===== config.mk =====
export PLATFORM = sky130hd
export DESIGN_NAME = sar_search_flat
export DESIGN_NICKNAME = d
export VERILOG_FILES = /design/src/rtl/sar_search_pkg.sv /design/src/rtl/sar_search_if.sv /design/src/rtl/sar_search_settle_counter.sv /design/src/rtl/sar_search.sv /design/src/flat_wrapper.sv
export SDC_FILE = /design/constraint.sdc
export NUM_CORES = 1
export LEC_CHECK = 0
export BUFFER_PORTS_ARGS = -buffer_cell sky130_fd_sc_hd__buf_2
export CAP_MARGIN = 20
export CORE_ASPECT_RATIO = 0.9
export CORE_MARGIN = 2
export CORE_UTILIZATION = 45
export CTS_CLUSTER_SIZE = 24
export DETAILED_ROUTE_END_ITERATION = 10
export PLACE_DENSITY = 0.73
export SKIP_CTS_REPAIR_TIMING = 1
export SYNTH_ARGS = -nofsm -noshare
export SYNTH_HDL_FRONTEND = slang
export SYNTH_SLANG_ARGS = --single-unit

===== constraint.sdc =====
create_clock -name clk -period 1.61 [get_ports clk]
set_input_delay 0.161 -clock clk [delete_from_list [all_inputs] [get_ports clk]]
set_output_delay 0.161 -clock clk [all_outputs]
set_load 0.02 [all_outputs]

===== src/rtl/sar_search_pkg.sv =====
// Shared state encoding and flag check for the successive-approximation search engine.
// No logic of its own; latency and backpressure do not apply.
package sar_search_pkg;

  typedef enum logic [2:0] {IDLE, PROBE, SETTLE, VERIFY, DONE} state_t;

  // Comparator flags are only trusted when exactly one of them is set.
  function automatic logic onehot3(input logic g, input logic e, input logic l);
    return (g & ~e & ~l) | (~g & e & ~l) | (~g & ~e & l);
  endfunction

endpackage


===== src/rtl/sar_search_if.sv =====
// Probe/flag/result bundle between the search engine (slave) and its driver/comparator side (master).
// Wires only: no latency, no backpressure.
interface sar_search_if #(parameter int WIDTH = 4);
  localparam int SW = $clog2(WIDTH + 2);

  logic             start;
  logic             greater;
  logic             equal;
  logic             lesser;
  logic [WIDTH-1:0] probe;
  logic             busy;
  logic             done;
  logic [WIDTH-1:0] result;
  logic             found;
  logic             err;
  logic [SW-1:0]    steps;

  modport master (
    output start, greater, equal, lesser,
    input  probe, busy, done, result, found, err, steps
  );

  modport slave (
    input  start, greater, equal, lesser,
    output probe, busy, done, result, found, err, steps
  );
endinterface


===== src/rtl/sar_search_settle_counter.sv =====
// Settle timer: reloads whenever load is high, then counts down and flags expired at zero.
// expired is high SETTLE cycles after load drops; with SETTLE=0 it is constantly high. No backpressure.
module settle_counter #(
  parameter int SETTLE = 0
) (
  input  logic clk,
  input  logic rst,
  input  logic load,
  output logic expired
);

  generate
    if (SETTLE == 0) begin : g_none
      logic unused_in;
      assign unused_in = ^{clk, rst, load};
      assign expired   = 1'b1;
    end else begin : g_cnt
      localparam int CW = (SETTLE > 1) ? $clog2(SETTLE) : 1;
      logic [CW-1:0] cnt;

      // Reload with SETTLE-1 so the zero state is reached after exactly SETTLE cycles.
      always_ff @(posedge clk) begin
        if (rst || load) begin
          cnt <= CW'(SETTLE - 1);
        end else if (cnt != '0) begin
          cnt <= cnt - 1'b1;
        end
      end

      assign expired = (cnt == '0);
    end
  endgenerate

endmodule


===== src/rtl/sar_search.sv =====
// SAR search: recovers a comparator target MSB-first with an optional consistency VERIFY probe.
// start-to-done = steps*(1+SETTLE)+1 cycles; start is ignored unless idle, no other backpressure.
module sar_search #(
  parameter int WIDTH  = 4,
  parameter int SETTLE = 0
) (
  input  logic         clk,
  input  logic         rst,
  sar_search_if.slave  bus
);
  import sar_search_pkg::state_t;
  import sar_search_pkg::onehot3;
  import sar_search_pkg::IDLE;
  import sar_search_pkg::PROBE;
  import sar_search_pkg::VERIFY;
  import sar_search_pkg::DONE;

  localparam int IW = (WIDTH > 1) ? $clog2(WIDTH) : 1;

  state_t           state;
  logic [IW-1:0]    idx;
  logic             vfy;
  logic             expired;
  logic             smp;
  logic             valid;
  logic [WIDTH-1:0] cur_bit;
  logic [WIDTH-1:0] nxt_bit;
  logic [WIDTH-1:0] kept;

  settle_counter #(.SETTLE(SETTLE)) u_settle (
    .clk     (clk),
    .rst     (rst),
    .load    (state != sar_search_pkg::SETTLE),
    .expired (expired)
  );

  always_comb begin
    cur_bit = WIDTH'(1) << idx;
    nxt_bit = WIDTH'(1) << (idx - 1'b1);
    kept    = bus.result | (bus.greater ? cur_bit : '0);
    valid   = onehot3(bus.greater, bus.equal, bus.lesser);
    // Without a settle window the flags are read in the same cycle the probe is shown.
    if (SETTLE == 0) begin
      smp = (state == PROBE) || (state == VERIFY);
    end else begin
      smp = (state == sar_search_pkg::SETTLE) && expired;
    end
  end

  always_ff @(posedge clk) begin
    if (rst) begin
      state      <= IDLE;
      idx        <= '0;
      vfy        <= 1'b0;
      bus.probe  <= '0;
      bus.busy   <= 1'b0;
      bus.done   <= 1'b0;
      bus.result <= '0;
      bus.found  <= 1'b0;
      bus.err    <= 1'b0;
      bus.steps  <= '0;
    end else if (smp) begin
      bus.steps <= bus.steps + 1'b1;
      if (!valid) begin
        bus.err <= 1'b1;
        state   <= DONE;
      end else if (vfy) begin
        // A completed bit walk must land exactly on the target.
        if (bus.equal) bus.found <= 1'b1;
        else           bus.err   <= 1'b1;
        state <= DONE;
      end else if (bus.equal) begin
        bus.result <= bus.probe;
        bus.found  <= 1'b1;
        state      <= DONE;
      end else begin
        bus.result <= kept;
        if (idx != '0) begin
          idx       <= idx - 1'b1;
          bus.probe <= kept | nxt_bit;
          state     <= PROBE;
        end else begin
          bus.probe <= kept;
          vfy       <= 1'b1;
          state     <= VERIFY;
        end
      end
    end else begin
      case (state)
        IDLE: begin
          bus.done <= 1'b0;
          if (bus.start) begin
            bus.result <= '0;
            bus.found  <= 1'b0;
            bus.err    <= 1'b0;
            bus.steps  <= '0;
            idx        <= IW'(WIDTH - 1);
            vfy        <= 1'b0;
            bus.probe  <= WIDTH'(1) << (WIDTH - 1);
            bus.busy   <= 1'b1;
            state      <= PROBE;
          end
        end
        PROBE, VERIFY: state <= sar_search_pkg::SETTLE;
        DONE: begin
          bus.done  <= 1'b1;
          bus.busy  <= 1'b0;
          bus.probe <= '0;
          state     <= IDLE;
        end
        default: ;
      endcase
    end
  end

endmodule


===== src/flat_wrapper.sv =====
// flat-port wrapper written by rule: the top's interface ports become plain ports
module sar_search_flat import sar_search_pkg::state_t; import sar_search_pkg::onehot3; import sar_search_pkg::IDLE; import sar_search_pkg::PROBE; import sar_search_pkg::VERIFY; import sar_search_pkg::DONE;
#(
  parameter int WIDTH  = 4,
  parameter int SETTLE = 0
)
  (clk, rst, bus_start, bus_greater, bus_equal, bus_lesser, bus_probe, bus_busy, bus_done, bus_result, bus_found, bus_err, bus_steps);
  sar_search_if #(.WIDTH(WIDTH)) bus_i ();
  input  logic clk;
  input  logic rst;
  input wire logic [$bits(bus_i.start)-1:0] bus_start;
  input wire logic [$bits(bus_i.greater)-1:0] bus_greater;
  input wire logic [$bits(bus_i.equal)-1:0] bus_equal;
  input wire logic [$bits(bus_i.lesser)-1:0] bus_lesser;
  output wire logic [$bits(bus_i.probe)-1:0] bus_probe;
  output wire logic [$bits(bus_i.busy)-1:0] bus_busy;
  output wire logic [$bits(bus_i.done)-1:0] bus_done;
  output wire logic [$bits(bus_i.result)-1:0] bus_result;
  output wire logic [$bits(bus_i.found)-1:0] bus_found;
  output wire logic [$bits(bus_i.err)-1:0] bus_err;
  output wire logic [$bits(bus_i.steps)-1:0] bus_steps;
  assign bus_i.start = bus_start;
  assign bus_i.greater = bus_greater;
  assign bus_i.equal = bus_equal;
  assign bus_i.lesser = bus_lesser;
  assign bus_probe = bus_i.probe;
  assign bus_busy = bus_i.busy;
  assign bus_done = bus_i.done;
  assign bus_result = bus_i.result;
  assign bus_found = bus_i.found;
  assign bus_err = bus_i.err;
  assign bus_steps = bus_i.steps;
  sar_search #(.WIDTH(WIDTH), .SETTLE(SETTLE)) u_core (.clk(clk), .rst(rst), .bus(bus_i));
endmodule

==> impl_metrics.tcl <==
set metrics [dict create \
    clk_pin_slew_ns 0.12 \
    nNetsFinal 179 \
    synth_edf_count 0 \
    tightest_slew_ns 0.4307 \
    cp_max_fo 11 \
    ios 21 \
    rsz0062_at_grt "false" \
    grt_pass1_wl_um 4388 \
    drc 0 \
    setup.worst_path.end_class "register" \
    async_flop_share 0 \
    antenna_found_initial 0 \
    cp-start-kind "register" \
    dr.pass1.iters 5 \
    insertion_delay_ns 0.31 \
    synth-main-ff-cell "dfxtp_1" \
    syn_to_final_growth_pct 12.36 \
    h-tree-depth 1 \
    antenna_left 0 \
    cts-root-buf "clkbuf_4" \
    crit_type "reg -> reg" \
    io_buffers 20 \
    avgRoutedWirePerCell_um 14.06 \
    drive_gt1_frac 0.2622 \
    p_total_uw 1216 \
    max_freq_mhz 665.0 \
    place.gp.congestion 0.7933 \
    start_util 0.4645 \
    syn-num-nets 158 \
    maxCapViolCount 0 \
    grt_pass1_vias 972 \
    yosys.cell_types.count 38 \
    cellLeakagePower_uw 0.0005875 \
    grt.overflow.total 0 \
    finalHoldViolCount 0 \
    rows 18 \
    max-slew-margin-rel 0.7129 \
    ys_seq_area_frac 0.3377 \
    peakVddDrop_v 0.0005341 \
    diodes 0 \
    avgSynthCellArea_um2 8.645 \
    status "completed" \
    dp_hpwl_um 2065 \
    core_area_mm2 0.002680 \
    finalWirelength_um 2727 \
    die_width_um 59.45 \
    tns_ns 0 \
    netlist_instances 144 \
    vias_per_cell 5.541 \
    cts_tree "done" \
    clk_path_buf_depth 2 \
    setup_viol 0 \
    arrival_ns 1.74 \
    netlist_area_mm2 0.001245 \
    grtUsageTotal 0.1858 \
    crit_required_ns 1.84 \
    num_vias 1075 \
    synth_seq_cells 21 \
    layout_min_cycle_time_ns 1.504 \
    skew_ns 0.001317 \
    fp.dieH_um 53.90 \
    fin_crit_sh 0.9340 \
    holdCritPathClass "in -> reg" \
    power.density_mw_per_mm2 869.5 \
    nFillCells 265 \
    cts.sinks 21 \
    cts_buffers 3 \
    drt_iter0_markers 21 \
    grt_max_degree 25 \
    yosys_warnings 0 \
    die_area_mm2 0.003204 \
    slew_violations 0 \
]
==> state kept, by name (all words and copies together) (netlist names) <==
register	cells
u_core.bus.result	4
u_core.bus.busy	1
u_core.bus.done	1
u_core.idx	2
u_core.bus.err	1
u_core.bus.found	1
u_core.bus.probe	4
u_core.state	3
u_core.vfy	1
u_core.bus.steps	3
==> cells in the mapped netlist (2+ instances only) <==
library cell,number,share of area
mux2i_1,6,0.048
a31oi_1,2,0.010
or2_2,4,0.020
nand3b_1,2,0.012
buf_6,2,0.018
o32ai_1,2,0.014
ha_1,8,0.080
o221ai_1,3,0.021
nand2b_1,7,0.035
buf_2,2,0.0080
dfxtp_1,21,0.34
nor3_1,3,0.012
clkbuf_1,6,0.018
inv_1,6,0.018
nand2_1,12,0.036
nor3b_1,2,0.012
nor2_1,10,0.030
o21ai_0,9,0.036
nand3_1,6,0.024
a21oi_1,13,0.052
==> logic make-up after synthesis <==
logic type / Yosys count / synth area share
buffers and inverters: 17 / 0.06834
XOR/XNOR: 1 / 0.02211
AND/OR/NAND/NOR: 55 / 0.2422
adder cells (fa/ha/maj): 8 / 0.08041
AO/OA/AOI/OAI: 36 / 0.2010
multiplexers: 6 / 0.04824
flip-flops: 21 / 0.3377
==> worst max-delay path, stage by stage (launching register included) <==
cell and delay (ns):
dfxtp_1 0.42, or3b_4 0.45, a21oi_4 0.19, nand3_2 0.10, a221oi_2 0.27
==> area by class of cell <==
cell class	count	area (um^2)	share of cell area
Clock buffer	4	26.28	0.01878
Timing Repair Buffer	27	152.6	0.1091
Tap cell	30	37.54	0.02683
Sequential cell	21	420.4	0.3005
Multi-Input combinational cell	106	739.5	0.5286
Inverter	6	22.52	0.01610
==> per-layer routing <==
metal | vias to the layer above | GRT usage | share of wire
li1 | 540 | - | -
met1 | 509 | 0.2209 | 0.46
met2 | 22 | 0.3370 | 0.49
met3 | 4 | 0.05769 | 0.044
met4 | 0 | 0.02273 | 0.0059
met5 | - | 0 | 0
==> per-stage QoR <==
step           worst slack (ns)  cell area, um^2  hold WS [ns]    util  std cells
2_1_floorplan           0.07139             1245        0.3445       -        144
3_3_place_gp             0.1757             1373        0.4504  0.5121        190
3_5_place_dp            0.08428             1373        0.4526  0.5121        190
4_1_cts                 0.06452             1399        0.2593  0.5219        194
5_1_grt                0.002081             1399        0.2654  0.5219        194
6_report                 0.1062             1399        0.2582  0.5219        194
==> cells in the final DEF (no fill, tap or decap), types with 2 or more instances in the layout <==
master,count
nor2_1,10
o21ai_0,8
o221ai_1,3
nor3_1,3
nor3b_1,2
nand2_1,12
buf_2,20
buf_4,7
nand3b_1,2
inv_1,6
clkbuf_4,3
mux2i_1,6
or2_2,4
dfxtp_1,21
ha_1,8
a31oi_1,2
nand3_1,6
a21oi_1,13
o32ai_1,2
nand2b_1,7
==> path summary, 6_finish.rpt <==
| check | start | endpoint | slack (ns) | cells past startpoint |
|---|---|---|---|---|
| max | u_core.state[0] | u_core.idx[1] | 0.11 | 4 |
| max reg2reg | u_core.state[0] | u_core.idx[1] | 0.11 | 4 |
| min reg2reg | u_core.bus.busy | u_core.bus.busy | 0.47 | 2 |
| min | rst | u_core.bus.probe[3] | 0.26 | 2 |
==> power by group <==
group          internal (uW)  switching (uW)
clock                   96.9             165
sequential               551            31.3
combinational            156             215
(Power assumes the default switching activity.)
